### src/rtl/alu_8bit.sv
// Registered 8-bit ALU: combines accumulator R0 and operand RX by a 4-bit opcode.
// Result and N/C/Z flags are captured on the rising clock edge.
module alu_8bit (
    input  logic       clk,
    input  logic       rst_n,
    input  logic [7:0] R0,
    input  logic [7:0] RX,
    input  logic [3:0] Operacion,
    output logic [7:0] Resultado,
    output logic [2:0] Banderas
);

    typedef enum logic [3:0] {
        OP_NOP = 4'b0000,
        OP_ADD = 4'b1000,
        OP_SUB = 4'b1001,
        OP_SHL = 4'b1010,
        OP_SHR = 4'b1011,
        OP_NOT = 4'b1100,
        OP_AND = 4'b1101,
        OP_OR  = 4'b1110,
        OP_XOR = 4'b1111
    } op_t;

    logic [7:0]  next_res;
    logic        next_c;
    logic [8:0]  sum;
    logic [8:0]  diff;
    logic [15:0] shl_wide;
    logic [15:0] shr_wide;
    logic        shift_big;

    // Shifting through a 16-bit window keeps the last bit shifted out
    // next to the result byte, so C falls out of the same shift.
    always_comb begin
        sum       = {1'b0, R0} + {1'b0, RX};
        diff      = {1'b0, R0} - {1'b0, RX};
        shift_big = (RX > 8'd8);
        shl_wide  = {8'h00, R0} << RX[3:0];
        shr_wide  = {R0, 8'h00} >> RX[3:0];
    end

    always_comb begin
        next_res = Resultado;
        next_c   = 1'b0;
        case (Operacion)
            OP_ADD: begin
                next_res = sum[7:0];
                next_c   = sum[8];
            end
            OP_SUB: begin
                next_res = diff[7:0];
                next_c   = diff[8];
            end
            OP_SHL: begin
                next_res = shift_big ? 8'h00 : shl_wide[7:0];
                next_c   = shift_big ? 1'b0  : shl_wide[8];
            end
            OP_SHR: begin
                next_res = shift_big ? 8'h00 : shr_wide[15:8];
                next_c   = shift_big ? 1'b0  : shr_wide[7];
            end
            OP_NOT:  next_res = ~RX;
            OP_AND:  next_res = R0 & RX;
            OP_OR:   next_res = R0 | RX;
            OP_XOR:  next_res = R0 ^ RX;
            default: begin
                next_res = Resultado;
                next_c   = 1'b0;
            end
        endcase
    end

    // Opcodes with bit 3 clear (NOP and reserved) leave the registers untouched.
    always_ff @(posedge clk) begin
        if (!rst_n) begin
            Resultado <= '0;
            Banderas  <= '0;
        end else if (Operacion[3]) begin
            Resultado <= next_res;
            Banderas  <= {next_res[7], next_c, (next_res == 8'h00)};
        end
    end

endmodule

### config.mk
export PLATFORM = sky130hd
export DESIGN_NAME = alu_8bit
export DESIGN_NICKNAME = d
export VERILOG_FILES = /design/src/rtl/alu_8bit.sv
export SDC_FILE = /design/constraint.sdc
export NUM_CORES = 1
export LEC_CHECK = 0
export CORE_MARGIN = 2
export CORE_UTILIZATION = 50
export CTS_CLUSTER_DIAMETER = 30
export CTS_CLUSTER_SIZE = 30
export DETAILED_ROUTE_END_ITERATION = 16
export GPL_ROUTABILITY_DRIVEN = 0
export GPL_TIMING_DRIVEN = 0
export PLACE_DENSITY = 0.78
export SETUP_SLACK_MARGIN = 0.2
export SLEW_MARGIN = 20
export SYNTH_ARGS = -nofsm -noshare
export SYNTH_HDL_FRONTEND = slang
export SYNTH_SLANG_ARGS = --single-unit
export TNS_END_PERCENT = 5
### constraint.sdc
create_clock -name clk -period 2.3 [get_ports clk]
set_clock_uncertainty 0.1 [all_clocks]
set_input_delay 0.345 -clock clk [delete_from_list [all_inputs] [get_ports clk]]
set_output_delay 0.345 -clock clk [all_outputs]
set_load 0.01 [all_outputs]
==> impl_results.md <==
* Min Tclk post-route at around 2.5 ns
* ANT cells at 0
* Gate power share at between 50 and 60%
* Worst path required time at 2.35 ns
* Yosys reg bits at 10
* VDD IR max at approximately 0.37 mV
* Count of input and output buffers at 31
* Area grow syn2layout at 40.7%
* NetSw at just over 0.4 mW
* Area leader, netlist: ha_1
* Worst setup EP type: flip-flop
* CTS tree: done
* Share of cells above drive strength 1 at between 20 and 30%
* Cells on Worst Hold Path at 2
* Synth Cell Area at ~2200 um^2
* PwrDens at ~320 nW/um^2
* # fillers at between 300 and 400
* Die Width at 70.5 um
* Synth Area per Inst at 7.22 um^2
* Initial DRC Count at about 280
* Leading cell type in the layout, fill and taps excluded: nand2_1
* Post-route cell area at between 3000 and 4000 um^2
* YS warnings at 0
* Largest net degree at the start of global routing at 11
* Ys flop type: dfxtp_1
* Setup repair after global routing missed its margin: yes
* Max FO, Critical Path at 3
* Max Clk Rate at just over 0.4 GHz
* Wirelength, routed at 7640 um
* Total grt overflow at 0
* Total Power at ~1 mW
* Top cell type's share of synthesized area at 14.2%
* Overall die area at slightly below 5000 um^2
* Worst setup path category: in2reg
* Leak Pwr at between 1 and 1.5 nW
* CTS sink count at 10
* Placed Area at ~2700 um^2
* Final slew viol count at 0
* Die span in y at ~70 um
* Hold WS at roughly 0.4 ns
* Async SR Flop Fraction at 0%
* Mapped Nets at approximately 360
* First-pass DRT Iterations at 5
* Violated checks: setup timing
* Post-synth EDFFs at 0
* Slew margin rel. at between 60% and 70%
* Internal at roughly 0.6 mW
* Commonest non-fill, non-tap cells in the layout: nand2_1 (27), a21oi_1 (25), nor2_1 (24)
* Vias in the first global route at between 2000 and 3000
* Initial antenna violation count at 0
* Power share of the clock group at between 20% and 30%
* Switching Share at between 40 and 50%
* DRC at 0
* Site Rows at 24
* First-pass GRT wire length at 12300 um
* R2R cell count at 5
* Initial core utilization at about half
* Tcrit/Tclk final at 108%
* Hold Path Class: reg2reg
* Hpwl dp at 5320 um
* Final setup fails at 3
* Clk buf depth at 2
* Fin nets at 404
* Crit path DAT at between 2 and 3 ns
* Routed via count at around 2700
* Vias per cell at roughly 6.5
* Distinct cells, synth at 57
* Gate count of the mapped netlist at a little over 300
* Clock latency at the later pin of the worst-skew pair at 0.24 ns
* CTS Root Cell: clkbuf_8
* Core area at around 4300 um^2
* Flop pwr share at between 10% and 20%
* Total Routing Usage GR at between 30% and 40%
* CTS buffer count at 3
* Crit start category: input pin
* Status: complete, but fails checks
* Ports at 33
* Worst setup slack after layout at -0.177 ns
* Final hold vios at 0
* Max-cap viol count at 0
* Worst slew pin tran at between 0.5 and 0.6 ns
* Routed length per instance at 18.8 um
* Post-DRT Antenna Nets at 0
* Seq/Total Area, Yosys at under 10%
* Synth area leaders: ha_1 (14%), dfxtp_1 (9.1%), a21oi_1 (6.6%), mux4_2 (5.1%), mux2i_1 (5.0%)
* H-tree Lvls at 1
* Clock-pin slew on the worst setup and hold paths at 0.05 ns
-- cells by family (layout without fill, tap and decap cells) --
group                    Yosys count  count (layout)  share of synthesized area, %
buffers and inverters             47              95                          8.84
XOR/XNOR                           4               4                          1.59
flip-flops                        10              10                          9.07
multiplexers                      17              17                          10.6
adder cells (fa/ha/maj)           27              27                          16.0
AND/OR/NAND/NOR                  103             103                          23.9
AO/OA/AOI/OAI                     98              98                          30.0
-- sequential cells by signal, indices dropped and copies added (netlist names) --
register and count:
Banderas 2, Resultado 8
-- worst paths after layout --
| kind | slack, ns | to | from |
|---|---|---|---|
| worst max-delay path | -0.18 | Banderas[0] | R0[0] |
| worst min-delay path | 0.40 | Resultado[3] | Resultado[3] |
| worst max register to register | 0.66 | Banderas[0] | Resultado[2] |
| worst min register to register | 0.40 | Resultado[3] | Resultado[3] |
-- metrics by stage --
| stage | instances | setup slack [ns] | setup TNS, ns | util, % |
|---|---|---|---|---|
| after global placement | 389 | -1.29 | -8.03 | 62.1 |
| after global routing | 406 | -0.263 | -0.673 | 72.3 |
| after detailed placement | 389 | -1.33 | -8.28 | 62.1 |
| after CTS | 401 | -0.213 | -0.279 | 69.4 |
| final | 406 | -0.177 | -0.338 | 72.3 |
| after floorplan | 306 | -0.00406 | -0.00406 | - |
-- worst max-delay path: stages --
cell,delay (ns)
buf_12,0.10
inv_12,0.03
ha_4,0.15
fa_2,0.44
o21bai_2,0.22
a21oi_2,0.11
o31a_1,0.29
mux2i_1,0.14
o32ai_2,0.29
nand4b_1,0.17
o32ai_2,0.23
-- cells in the mapped netlist (all sizes together), types with 3 or more instances --
library cell and number:
mux2i 11, o211ai 3, inv 27, nand2 27, a31oi 9, o32ai 3, nand2b 8, nand4b 3
nor4 6, nand3 10, ha 25, nor2 24, dfxtp 10, o21ai 15, a2111oi 3, a211oi 10
nor3 7, xnor2 4, a21oi 29, o31ai 3, nor2b 5, a221oi 3, buf 14, and2 5
clkbuf 6, mux4 5
-- repair_timing --
item / 4_1_cts / 5_1_grt
pin swaps: 28 / 13
cloned: 0 / 1
setup buffers: 8 / 4
hold buffers: 0 / 0
resized for setup: 95 / 22
setup endpoints to repair: 10 / 10
-- layout make-up --
type / count / area [um^2] / area share (%)
Buffer: 20 / 143 / 4.59
Inverter: 27 / 120 / 3.87
Sequential cell: 10 / 200 / 6.44
Tap cell: 52 / 65.1 / 2.09
Timing Repair Buffer: 44 / 397 / 12.8
Multi-Input combinational cell: 249 / 2130 / 68.5
Clock buffer: 4 / 55.1 / 1.77
-- power groups by stage --
stage / logic [mW] / registers, mW / clock network [mW]
floorplan: 0.308 / 0.200 / 0
global placement: 0.467 / 0.195 / 0
detailed placement: 0.473 / 0.195 / 0
CTS: 0.540 / 0.192 / 0.227
global route: 0.632 / 0.193 / 0.233
finish: 0.586 / 0.192 / 0.223
-- routing by layer --
layer  wire length, um  GRT usage, %  part of all wire [%]  up-vias
li1                  -             -                     -     1223
met1              3080          40.2                    40     1242
met2              3480          48.4                    46      158
met3               699          5.05                   9.2       34
met4               379          14.7                   5.0        0
met5                 0             0                     0        -
Note: power is estimated with default switching activity, not from simulation.
